$ cat src/rtl/ddr3_pkg.sv
// Shared DDR3 controller types and timing constants.
// Holds the refresh-quiesce state encoding and the precharge recovery time.
// Pure declarations; no logic.
package ddr3_pkg;

  // Refresh quiesce FSM states; unused encodings fall back to RUN in the FSM.
  typedef enum logic [2:0] {
    QS_RUN       = 3'd0,
    QS_DRAIN     = 3'd1,
    QS_PRECHARGE = 3'd2,
    QS_WAIT_TRP  = 3'd3,
    QS_IDLE_HOLD = 3'd4,
    QS_REFRESH   = 3'd5
  } quiesce_state_t;

  // Row precharge time in core clock cycles.
  localparam logic [4:0] tRP_CYCLES = 5'd6;

endpackage

$ cat src/rtl/refresh_quiesce.sv
// Quiesces all banks before a DDR3 REFRESH: drain, PRECHARGE-ALL, wait tRP, hold idle, count refreshes.
// Latency: all_IDLE 2 cycles after refresh_imminent when banks are closed; tRP_CYCLES+1 after the PRECHARGE-ALL handshake otherwise.
// Backpressure: pre_all_valid stays asserted until pre_all_ready; outputs are decoded from the state register.
module refresh_quiesce
  import ddr3_pkg::*;
(
  input  logic        clk,
  input  logic        rst_n,
  input  logic        refresh_imminent,
  input  logic        ddr_refresh,
  input  logic [7:0]  bank_open,
  input  logic [7:0]  bank_busy,
  input  logic        pre_all_ready,
  output logic        pre_all_valid,
  output logic        block_new_req,
  output logic        all_IDLE,
  output logic [15:0] refresh_count
);

  quiesce_state_t r_state;
  logic [4:0]     r_trp;
  logic [15:0]    r_refresh_count;

  logic w_any_open;
  logic w_any_busy;
  logic w_trp_zero;

  assign w_any_open = |bank_open;
  assign w_any_busy = |bank_busy;
  assign w_trp_zero = (r_trp == 5'd0);

  // Moore outputs decoded straight from the state register.
  assign pre_all_valid = (r_state == QS_PRECHARGE);
  assign block_new_req = (r_state != QS_RUN);
  assign all_IDLE      = (r_state == QS_IDLE_HOLD);
  assign refresh_count = r_refresh_count;

  // State transitions and the inline tRP down-counter. A refresh seen outside
  // IDLE_HOLD/REFRESH jumps straight to REFRESH: once the DRAM is refreshing,
  // any drain or precharge in flight is moot, so that path outranks everything.
  always_ff @(posedge clk) begin
    if (!rst_n) begin
      r_state <= QS_RUN;
      r_trp   <= 5'd0;
    end else begin
      case (r_state)
        QS_RUN: begin
          if (ddr_refresh)           r_state <= QS_REFRESH;
          else if (refresh_imminent) r_state <= QS_DRAIN;
        end
        QS_DRAIN: begin
          if (ddr_refresh)           r_state <= QS_REFRESH;
          else if (!w_any_busy)      r_state <= w_any_open ? QS_PRECHARGE : QS_IDLE_HOLD;
          else if (!refresh_imminent) r_state <= QS_RUN;
        end
        QS_PRECHARGE: begin
          if (ddr_refresh) begin
            r_state <= QS_REFRESH;
          end else if (pre_all_ready) begin
            r_state <= QS_WAIT_TRP;
            r_trp   <= tRP_CYCLES - 5'd1;
          end
        end
        QS_WAIT_TRP: begin
          if (!w_trp_zero) r_trp <= r_trp - 5'd1;
          if (ddr_refresh)     r_state <= QS_REFRESH;
          else if (w_trp_zero) r_state <= w_any_open ? QS_PRECHARGE : QS_IDLE_HOLD;
        end
        QS_IDLE_HOLD: begin
          if (ddr_refresh)                    r_state <= QS_REFRESH;
          else if (w_any_open || w_any_busy)  r_state <= QS_DRAIN;
          else if (!refresh_imminent)         r_state <= QS_RUN;
        end
        QS_REFRESH: begin
          if (!ddr_refresh) r_state <= QS_RUN;
        end
        default: r_state <= QS_RUN;
      endcase
    end
  end

  // Completed-refresh counter: bumps on the cycle REFRESH ends; wraps naturally.
  always_ff @(posedge clk) begin
    if (!rst_n) begin
      r_refresh_count <= 16'd0;
    end else if ((r_state == QS_REFRESH) && !ddr_refresh) begin
      r_refresh_count <= r_refresh_count + 16'd1;
    end
  end

endmodule

$ cat config.mk
export PLATFORM = sky130hd
export DESIGN_NAME = refresh_quiesce
export DESIGN_NICKNAME = d
export VERILOG_FILES = /design/src/rtl/ddr3_pkg.sv /design/src/rtl/refresh_quiesce.sv
export SDC_FILE = /design/constraint.sdc
export NUM_CORES = 1
export LEC_CHECK = 0
export CORE_UTILIZATION = 46
export CTS_CLUSTER_DIAMETER = 50
export DETAILED_ROUTE_END_ITERATION = 6
export GPL_ROUTABILITY_DRIVEN = 0
export PLACE_DENSITY = 0.82
export SYNTH_ARGS = -nofsm -noshare
export SYNTH_HDL_FRONTEND = slang
export SYNTH_SLANG_ARGS = --single-unit
$ cat constraint.sdc
create_clock -name clk -period 2.03 [get_ports clk]
set_clock_uncertainty 0.05 [all_clocks]
set_input_delay 0.3045 -clock clk [delete_from_list [all_inputs] [get_ports clk]]
set_output_delay 0.3045 -clock clk [all_outputs]
set_load 0.01 [all_outputs]
==> metrics.csv <==
stage,metric,value,unit
worst_setup_path,critPathCaptureType,output pin,
floorplan,die_width,54.9,um
cells_and_area,leading_cell_type_in_the_layout_fill_and_taps_excluded,clkdlybuf4s50_1,
worst_setup_path,timing.critical_path.cells,buf_4 -> nor3b_1 -> clkdlybuf4s50_1,
timing,hold_violations,0,
worst_setup_path,crit_arrival,1.60,ns
logic_synthesis,async_set_or_reset_flop_fraction_in_the_synthesized_netlist,0,%
logic_synthesis,synthFlopType,dfxtp_1,
logic_synthesis,ff_latch_count_synth,24,
clock_tree,cts_made_buffers,3,
worst_setup_path,worst-path-stages,3,
logic_synthesis,synth_cell_types,34,
logic_synthesis,synth-xor-area-share,12.2,%
logic_synthesis,synth_compound_gate_area_share,5.83,%
floorplan,floorplan.die.height,54.9,um
pwr,seq_power_share,56.6,%
logic_synthesis,netlist_area,1290,sq um
clock_tree,htree_levels,1,
cells_and_area,areaGrowthSynthToFinish,38.8,%
timing,fin_setup_tns,0,ns
logic_synthesis,synth-adder-area-share,2.91,%
global_routing,grt_util_all_layers,21.0,%
pwr,share_comb_of_total_power,14.4,%
pwr,clk_pwr_share,28.9,%
outcome,run_status,"complete, no violations",
worst_setup_path,crit_slowest_cell,clkdlybuf4s50_1,
placed_design,placed_cells_incl_taps,222,
cells_and_area,drive_above_1_share,7.65,%
cells_and_area,fillerInstances,210,
worst_setup_path,timing.critical_path.from_type,flip-flop,
timing,finalMaxSlewViolations,0,
detailed_routing,via_per_inst,5.48,
logic_synthesis,synth_sequential_area_ratio,37.3,%
pwr,irDropWorstVdd,325,uV
clock_tree,clk_pin_slew_worst_paths,0.13,ns
detailed_routing,drt_first_pass_iters,4,
detailed_routing,drt.antenna.violating_nets,0,
floorplan,number_of_rows_created_at_floorplan,18,
logic_synthesis,synth-simple-area-share,36.6,%
timing,worst_hold_slack,0.526,ns
worst_setup_path,critPathKind,flip-flop to output pin,
flow_run,max_cap_check_violation_count,0,
timing,worst-slew-pin-transition,0.356,ns
clock_tree,tritoncts_num_sinks,24,
floorplan,die_area,3020,sq um
global_routing,grt_remaining_overflow,0,
logic_synthesis,mux_share_of_post_synthesis_cell_area,1.55,%
pwr,swShare,22.9,%
worst_setup_path,worst-r2r-cell-count,7,
timing,worst_slack,0.0781,ns
detailed_routing,drc_errors,0,
detailed_routing,aggregate_routed_wire_length,2830,um
global_routing,grt_max_degree,17,
floorplan,io_pins,40,
clock_tree,insertion_delay_to_the_later_sink_of_the_worst_skew_pair,0.31,ns
cells_and_area,net_count_final,221,
cells_and_area,finish.cell_count_without_fillers,226,
floorplan,initial_core_util,50.2,%
worst_setup_path,worstPathRequired,1.68,ns
worst_setup_path,timing.critical_path.slowest_cell_delay,0.57,ns
detailed_routing,detailroute.via_count,1238,
global_routing,number_of_antenna_violations_at_the_first_check_in_global_routing,0,
detailed_routing,routedWlPerCell,12.5,um
timing,period_needed,1.95,ns
worst_setup_path,worst-path-buf-inv,2,
logic_synthesis,synth.yosys.warnings,0,
timing,fmax,0.512,GHz
cells_and_area,finish.instance_area,1790,sq um
clock_tree,cts_tree,done,
worst_hold_path,timing.hold.worst_path_depth,2,
clock_tree,max-clock-path-buffers,2,
worst_hold_path,hold_path_class,flip-flop to flip-flop,
timing,min_period_over_period,96.2,%
pwr,internal_power,0.000658,W
pwr,power.net_switching,0.000195,W
logic_synthesis,syn-num-nets,175,
placed_design,dp_worst_setup_slack,0.0139,ns
cells_and_area,diodes,0,
worst_setup_path,crit_path_max_fanout,10,
clock_tree,clk_root_buffer_cell,clkbuf_4,
floorplan,core_region_area,2570,sq um
timing,finalSetupViolations,0,
logic_synthesis,synth_top_family_by_area,simple AND/OR/NAND/NOR gates,
detailed_routing,initialDrtViolationCount,32,
logic_synthesis,syn_area_per_cell,8.53,sq um
pwr,pwr_density_cell,477,nW/um^2
logic_synthesis,gate_count_of_the_mapped_netlist,151,
placed_design,postPlaceCellArea,1750,sq um
placed_design,io_buffers,39,
cells_and_area,layout.cells.most_common_list,"38 x clkdlybuf4s50_1, 24 x dfxtp_1, 16 x nand2_1, 16 x and2_1, 13 x xnor2_1",
global_routing,first_global_vias,1102,
worst_setup_path,path_delay_family,buffers and inverters,
timing,max-slew-margin-rel,76.0,%
timing,grt_setup_unrepaired,no,
placed_design,dp.final_hpwl,2160,um
pwr,cellLeakagePower,0.690,nW
logic_synthesis,synth-edff-count,0,
global_routing,grt_first_pass_wirelength,4550,um
[flip-flops by register name (all words and copies together), names as in the netlist]
name           cells
r_state            3
r_trp              5
refresh_count     16
[per-layer routing]
layer / up-vias / track usage [%] / wire length (um)
met4: 0 / 7.50 / 27
met2: 46 / 37.6 / 1400
met5: - / 0 / 0
met3: 2 / 2.46 / 141
met1: 572 / 25.5 / 1260
li1: 618 / - / -
[per-stage QoR]
stage,total power (W),util [%]
after floorplan,0.000545,-
after global placement,0.000615,68.1
after detailed placement,0.000617,68.1
after CTS,0.000858,69.7
after global routing,0.000890,69.7
final,0.000854,69.7
[power by group through the flow]
stage | Combinational [W] | Clock (W) | Sequential (W)
finish | 0.000123 | 0.000247 | 0.000484
global placement | 0.000122 | 0 | 0.000493
global route | 0.000135 | 0.000270 | 0.000485
detailed placement | 0.000124 | 0 | 0.000493
CTS | 0.000123 | 0.000251 | 0.000483
floorplan | 0.0000535 | 0 | 0.000491
[logic make-up (layout without fill, tap and decap cells)]
kind of cell	count (synthesis)	in the layout
XOR/XNOR	18	18
adder cells (fa/ha/maj)	3	3
AND/OR/NAND/NOR	83	83
buffers and inverters	10	55
AO/OA/AOI/OAI	11	11
multiplexers	2	2
flip-flops	24	24
[worst register-to-register path: cells and delay by family (launching register included)]
kind | cells | cell delay [ns]
AND/OR/NAND/NOR | 4 | 0.86
flip-flops | 1 | 0.36
buffers and inverters | 2 | 0.25
adder cells (fa/ha/maj) | 1 | 0.15
[Yosys cell counts (2+ instances only)]
cell	instances	share of area, %
dfxtp_1	24	37
buf_4	2	1.2
xor2_1	5	3.4
mux2i_1	2	1.6
inv_1	3	0.87
and4_1	2	1.4
nor4_1	5	2.4
clkbuf_1	4	1.2
nand3_1	9	3.5
and3_1	7	3.4
xnor2_1	13	8.8
or3_1	2	0.97
nand4_1	5	2.4
and2_1	16	7.8
nor2_1	5	1.5
o21ai_0	5	1.9
nand2_1	16	4.7
nor2b_1	2	0.97
ha_1	3	2.9
nor3_1	7	2.7
[path summary, 6_finish.rpt]
path	to	start	slack, ns
setup / recovery	pre_all_valid	r_state[2]	0.08
hold / removal	r_trp[0]	r_trp[0]	0.53
hold reg to reg	r_trp[0]	r_trp[0]	0.53
setup reg to reg	r_trp[0]	r_trp[0]	0.27
[layout make-up]
type	count	area [sq um]	share of cell area (%)
Inverter	3	11.3	0.629
Sequential cell	24	480	26.9
Clock buffer	4	36.3	2.03
Tap cell	30	37.5	2.10
Multi-Input combinational cell	117	767	42.9
Timing Repair Buffer	48	457	25.5
[repair_timing]
item | CTS | global route
setup buffers | 0 | 0
resized for setup | 2 | 0
hold buffers | 0 | 0
endpoints found under the setup margin | 2 | 0
(Power assumes the default switching activity.)
